File: src/rtl/c6288_multiplier.sv
// Registered 16x16 unsigned array multiplier with the ISCAS-85 c6288 port set.
// Half/full-adder ripple rows reduce the partial products; prod_q holds P.
module c6288_multiplier (
  input  logic clk,
  input  logic rst,
  input  logic N1,
  input  logic N18,
  input  logic N35,
  input  logic N52,
  input  logic N69,
  input  logic N86,
  input  logic N103,
  input  logic N120,
  input  logic N137,
  input  logic N154,
  input  logic N171,
  input  logic N188,
  input  logic N205,
  input  logic N222,
  input  logic N239,
  input  logic N256,
  input  logic N273,
  input  logic N290,
  input  logic N307,
  input  logic N324,
  input  logic N341,
  input  logic N358,
  input  logic N375,
  input  logic N392,
  input  logic N409,
  input  logic N426,
  input  logic N443,
  input  logic N460,
  input  logic N477,
  input  logic N494,
  input  logic N511,
  input  logic N528,
  output logic N545,
  output logic N1581,
  output logic N1901,
  output logic N2223,
  output logic N2548,
  output logic N2877,
  output logic N3211,
  output logic N3552,
  output logic N3895,
  output logic N4241,
  output logic N4591,
  output logic N4946,
  output logic N5308,
  output logic N5672,
  output logic N5971,
  output logic N6123,
  output logic N6150,
  output logic N6160,
  output logic N6170,
  output logic N6180,
  output logic N6190,
  output logic N6200,
  output logic N6210,
  output logic N6220,
  output logic N6230,
  output logic N6240,
  output logic N6250,
  output logic N6260,
  output logic N6270,
  output logic N6280,
  output logic N6287,
  output logic N6288
);

  logic [15:0] a;
  logic [15:0] b;
  logic [15:0] pp [0:15];
  logic [15:0] rs [0:15];
  logic [15:0] rc [1:15];
  logic [31:0] prod_d;
  logic [31:0] prod_q;

  assign a = {N256, N239, N222, N205, N188, N171, N154, N137,
              N120, N103, N86,  N69,  N52,  N35,  N18,  N1};
  assign b = {N528, N511, N494, N477, N460, N443, N426, N409,
              N392, N375, N358, N341, N324, N307, N290, N273};

  for (genvar i = 0; i < 16; i++) begin : g_pp
    assign pp[i] = a & {16{b[i]}};
  end

  assign rs[0] = pp[0];

  // Row i adds pp[i] to the previous row sum shifted right by one, with the
  // previous row's carry-out entering as the new MSB.
  for (genvar i = 1; i < 16; i++) begin : g_row
    logic [15:0] acc;
    if (i == 1) begin : g_first
      assign acc = {1'b0, rs[0][15:1]};
    end else begin : g_next
      assign acc = {rc[i-1][15], rs[i-1][15:1]};
    end

    for (genvar j = 0; j < 16; j++) begin : g_cell
      if (j == 0) begin : g_ha
        assign rs[i][j] = pp[i][j] ^ acc[j];
        assign rc[i][j] = pp[i][j] & acc[j];
      end else begin : g_fa
        logic hs;
        assign hs       = pp[i][j] ^ acc[j];
        assign rs[i][j] = hs ^ rc[i][j-1];
        assign rc[i][j] = (pp[i][j] & acc[j]) | (hs & rc[i][j-1]);
      end
    end
  end

  always_comb begin
    prod_d = '0;
    for (int unsigned k = 0; k < 16; k++) begin
      prod_d[k] = rs[k][0];
    end
    prod_d[31:16] = {rc[15][15], rs[15][15:1]};
  end

  always_ff @(posedge clk or posedge rst) begin
    if (rst) begin
      prod_q <= '0;
    end else begin
      prod_q <= prod_d;
    end
  end

  assign N545  = prod_q[0];
  assign N1581 = prod_q[1];
  assign N1901 = prod_q[2];
  assign N2223 = prod_q[3];
  assign N2548 = prod_q[4];
  assign N2877 = prod_q[5];
  assign N3211 = prod_q[6];
  assign N3552 = prod_q[7];
  assign N3895 = prod_q[8];
  assign N4241 = prod_q[9];
  assign N4591 = prod_q[10];
  assign N4946 = prod_q[11];
  assign N5308 = prod_q[12];
  assign N5672 = prod_q[13];
  assign N5971 = prod_q[14];
  assign N6123 = prod_q[15];
  assign N6150 = prod_q[16];
  assign N6160 = prod_q[17];
  assign N6170 = prod_q[18];
  assign N6180 = prod_q[19];
  assign N6190 = prod_q[20];
  assign N6200 = prod_q[21];
  assign N6210 = prod_q[22];
  assign N6220 = prod_q[23];
  assign N6230 = prod_q[24];
  assign N6240 = prod_q[25];
  assign N6250 = prod_q[26];
  assign N6260 = prod_q[27];
  assign N6270 = prod_q[28];
  assign N6280 = prod_q[29];
  assign N6287 = prod_q[30];
  assign N6288 = prod_q[31];

endmodule

File: config.mk
export PLATFORM = sky130hd
export DESIGN_NAME = c6288_multiplier
export DESIGN_NICKNAME = d
export VERILOG_FILES = /design/src/rtl/c6288_multiplier.sv
export SDC_FILE = /design/constraint.sdc
export NUM_CORES = 1
export LEC_CHECK = 0
export ABC_AREA = 1
export CELL_PAD_IN_SITES_DETAIL_PLACEMENT = 0
export CELL_PAD_IN_SITES_GLOBAL_PLACEMENT = 1
export CORE_ASPECT_RATIO = 0.6
export CORE_MARGIN = 1.5
export CORE_UTILIZATION = 44
export DETAILED_ROUTE_END_ITERATION = 16
export MAX_ROUTING_LAYER = met4
export PLACE_DENSITY = 0.9
export SYNTH_ARGS = -nofsm -noshare
export SYNTH_HDL_FRONTEND = slang
export SYNTH_SLANG_ARGS = --single-unit
File: constraint.sdc
create_clock -name clk -period 0.9 [get_ports clk]
set_input_delay 0.18 -clock clk [delete_from_list [all_inputs] [get_ports clk]]
set_output_delay 0.18 -clock clk [all_outputs]
set_load 0.01 [all_outputs]
* After elaboration in Yosys (flattened, before gate mapping)
Cells that the tools add are included.
** Cells by class
- Bitwise operators :: 1168
** Operators by type and width (number)
- $and 1x1->1 :: 464
- $xor 1x1->1 :: 464
- $and 16x16->16 :: 16
- $or 1x1->1 :: 224
** Word-level totals
- Register bits :: 32
- Bits of input ports :: 34
- Logic and storage cells :: 1169

* Depth between registers and ports, before layout
- Depth in word-level cells :: 88
- Depth in mapped cells :: 75
- Mapped depth without buffers :: 74

* Least setup slack after synthesis
OpenSTA, ideal clock, no wires.
- Path type :: input-to-reg
- Start point :: input N18
- End point :: register prod_q[30]
- Data arrival time :: 20.292 ns
- Slack :: -19.528 ns
- Stages on the path :: 51
- Cells stage by stage :: buf_4 nand2_1 inv_1 ha_1 fa_1 inv_1 fa_1 inv_1 fa_1 inv_1 fa_1 fa_1 fa_1 fa_1 fa_1 fa_1 fa_1 fa_1 [15 not listed] fa_1 fa_1 fa_1 fa_1 fa_1 fa_1 fa_1 fa_1 fa_1 fa_1 fa_1 fa_1 fa_1 fa_1 fa_1 fa_1 inv_1 fa_1
** Between the ends
- Word-level cells in the longest chain between the ends :: 87
- Elaborated cells between the ends (all ways) :: 1110
- Classes of those cells :: bitwise: 1110
** RTL lines
- from (decl) :: line 7 : input logic N18,
- $and 16x16->16 :: line 86 : assign pp[i] = a & {16{b[i]}};
- $xor 1x1->1 / $and 1x1->1 (equally long branches) :: line 107, 104
- $and 1x1->1 :: line 109 : assign rc[i][j] = (pp[i][j] & acc[j]) | (hs & rc[i][j-1]);
- $or 1x1->1 :: line 109
- $and 1x1->1 / $xor 1x1->1 (equally long branches) :: line 109, 108
- $or 1x1->1 / $xor 1x1->1 (equally long branches) :: line 109, 107
- $and 1x1->1 / $xor 1x1->1 (equally long branches) :: line 109, 108
- $or 1x1->1 / $xor 1x1->1 (equally long branches) :: line 109, 107
- [72 not listed]
- $and 1x1->1 / $xor 1x1->1 (equally long branches) :: line 109, 108
- $or 1x1->1 / $xor 1x1->1 (equally long branches) :: line 109, 107
- $xor 1x1->1 / $and 1x1->1 (equally long branches) :: line 108, 109
- $xor 1x1->1 / $or 1x1->1 (equally long branches) :: line 107, 109
- $and 1x1->1 :: line 109
- $or 1x1->1 :: line 109
- $xor 1x1->1 (*) :: line 108 : assign rs[i][j] = hs ^ rc[i][j-1];
- named net prod_d[30] :: line 77 : logic [31:0] prod_d;
- to (signal assigned) :: line 126 : prod_q <= prod_d;
- to (decl) :: line 78 : logic [31:0] prod_q;
Mark *: on every way through the listed nets, which the timed path passes. The rest lies on a longest branch.

* Final worst setup path
Ends and elaborated chain as after synthesis.

==> results list <==
* Number of cell rows: 36
- prod_q holds more flip-flops than any other register.
- The number of nets in the synthesized netlist is 942.
- H-tree depth reported by CTS: 2
* Number of cells on the worst hold path: 3
- Number of top-level pins: 66
- In this run the cell area measured after placement is 8536 um2.
* Sequential-to-total area share from yosys stat: 0.1085
- Total detailed-routing wirelength: 14480 um
* Type of destination of the critical path: flop
- For this run, the detailed router's first-pass iteration total came to 4.
- The number of global-route vias before repair came to 5154.
- For met2 alone, demand over resource in global routing was 0.3197.
* Crit share post-route: 20.41
* EDFF count, synth: 0
* Global route total overflow: 0
- Biggest fanout along the worst timing path: 3
* Smallest setup slack after layout: -17.47 ns
- Final Wtd Congestion: 0.7793
* Fraction of registers with async set or reset after synthesis: 1.000
- Max Fclk: 54.43 MHz
- Buffers on Ports: between 60 and 70
* Clock root buffer: clkbuf_16
- TritonCTS built the clock tree.
- Headroom to the max-slew limit: 0.8618
- Setup repair after global routing could not meet its margin everywhere.
- Category of the critical setup timing path: in2reg
- Met3 global-route usage: 0.02283
- Synthesized area per cell: 11.05 um2
* Final max-slew violation count: 0
- For this run, global-route usage on met1 was measured as 0.2628.
- Area of the die: 17590 um2
- In this run the deepest clock path goes through 2 buffers.
- Pin count of the biggest net entering global routing: 33
* Result of the run: complete, but fails checks
- Detail-routed via count per cell: about 4.7
- The register with the most flip-flops in the layout has 32 of them.
* Hold path endpoint: prod_q[0]
- Compared with the post-synthesis result, the final layout area differs by 19.08%.
- CP Data Required Time: 1.05 ns
* Post-cts hold buffer count: 0
- Summed instance area of the synthesized netlist: 7383 um2
* Overall die height: just over 100 um
* Buffers inserted during post-CTS setup optimization: 0
* Netlist cell types: 9
* Die Width: 170.2 um
* # placed instances: 944
- The worst setup path is launched from a primary input.
- For the worst setup path, the data arrival time is between 15 and 20 ns.
* Mapped Cells: around 670
- Top cell type's share of synthesized area: 0.6074
- At the pin with the least slew margin, the transition time is 0.2074 ns.
- Final setup viols: 62
- The tool flagged a number of max-cap violations equal to 0.
* Post-detailed-route count of antenna-violating nets: 0
- Largest incremental delay on the critical path: 0.57 ns
- Wire length of the first global-routing pass: about 25000 um
* Cell at the slowest stage of the critical path: fa_2
- Leading cell types by total area after synthesis: fa_1 61%, nand2_1 13%, dfrtp_1 11%
- Number of cells in the finished layout apart from fillers: 951
- By instance count, the cell type seen most on the critical path is fa_2.
- Gr usage total: 0.1921
- Routed length per instance: 15.23 um
- Vias after detailed routing: 4473
- DRC violation count after routing: 0
- Synth Flop Type: dfrtp_1
- Cell with the most instances after synthesis: nand2_1
* Violated checks: negative setup slack
* Antenna violations before repair: 0
- Fraction of final layout cells sized beyond drive strength 1: 0.4758
* Nets: 996
- fa_1 takes more of the synthesized area than any other cell.
- The commonest cells after synthesis are 254 x nand2_1, 224 x fa_1, 76 x inv_1, 41 x buf_6, 32 x dfrtp_1.
- Post-route cell area: 8792 um2
* Worst min-delay path class: in2reg
* Post-route minimum period: 18.37 ns
- Num CTS Buffers: 5
* Iteration-0 DRC Markers: 183
* Area inside the core boundary: ~16000 um2
- The worst hold path begins at N273.
* Final-report hold violation count: 0
* Global route hottest layer: met2
- DP HPWL: between 10000 and 15000 um
* Number of antenna cells inserted: 0
- CTS saw 32 sinks.
* Synth Warn #: 0
* Flip-flop and latch count after synthesis: 32
* Largest registers in the final layout: prod_q x32
* Clock-pin slew reported for the worst setup and hold paths after clock tree synthesis: approximately 0.060 ns
- Number of fillers in the final layout: 1371
- Starting utilization of the core area: 0.4528
-- critical path: cells and delay by family --
| kind | cells | cell delay [ns] |
|---|---|---|
| fa+ha+maj | 44 | 17.89 |
| buf+inv | 6 | 0.40 |
| simple gates | 1 | 0.06 |
-- cell families (layout without fill, tap and decap cells) --
| logic type | count (synthesis) | in the layout | synth area share |
|---|---|---|---|
| AND/OR/NAND/NOR | 256 | 256 | 0.1308 |
| buffers and inverters | 140 | 195 | 0.1262 |
| adder cells (fa/ha/maj) | 240 | 240 | 0.6345 |
| flip-flops | 32 | 32 | 0.1085 |
-- placed cells by master (no fill, tap or decap), types with 3 or more instances in the layout --
master / netlist / final
nand2_2: 2 / 3
clkdlybuf4s50_1: 0 / 27
buf_6: 41 / 4
nand2_1: 254 / 252
fa_2: 0 / 205
buf_12: 1 / 5
dfrtp_1: 32 / 32
buf_4: 22 / 42
fa_1: 224 / 19
clkbuf_16: 0 / 5
inv_2: 0 / 30
buf_2: 0 / 30
ha_4: 0 / 15
inv_1: 76 / 46
-- repair_timing --
action | CTS | global route
pin swaps | 191 | 16
resized for setup | 195 | 27
endpoints found under the setup margin | 63 | 62
gates cloned | 0 | 0
-- worst max-delay path by stage --
stage,depth (start not counted),slack [ns],endpoint,from
after detailed placement,51,-18.78,prod_q[30],N18
final,51,-17.47,prod_q[30],N18
after global routing,51,-17.89,prod_q[30],N18
after global placement,51,-18.55,prod_q[30],N18
after CTS,52,-17.77,prod_q[30],N290
after floorplan,51,-17.77,prod_q[30],N290
-- final cells by class --
| cell class | instances | area, um2 | area share |
|---|---|---|---|
| inverters | 76 | 285.3 | 0.03245 |
| well taps | 228 | 285.3 | 0.03245 |
| flip-flops and latches | 32 | 800.8 | 0.09108 |
| clock buffers | 7 | 142.6 | 0.01622 |
| clock inverters | 1 | 7.507 | 0.0008538 |
| repair buffers | 111 | 909.6 | 0.1035 |
| multi-input cells | 496 | 6361 | 0.7235 |
-- metrics by stage --
| step | setup WS (ns) | hold slack (ns) | utilization | setup TNS (ns) |
|---|---|---|---|---|
| finish | -17.47 | 0.1105 | 0.5392 | -326.02 |
| floorplan | -17.77 | 0.2962 | - | -330.22 |
| global route | -17.89 | 0.1071 | 0.5392 | -334.66 |
| detailed placement | -18.78 | 0.5637 | 0.5235 | -360.15 |
| global placement | -18.55 | 0.5386 | 0.5235 | -355.53 |
| CTS | -17.77 | 0.1553 | 0.5355 | -332.57 |
-- metal layers --
| layer | wire, um | share of wire | up-vias |
|---|---|---|---|
| met3 | 744 | 0.051 | 15 |
| met1 | 6492 | 0.45 | 2370 |
| met4 | 167 | 0.012 | 0 |
| met2 | 7078 | 0.49 | 97 |
| met5 | 0 | 0 | - |
| li1 | - | - | 1991 |
Power is not shown: default switching activity piles up to over one toggle a cycle in this logic, so the estimate is an artifact.
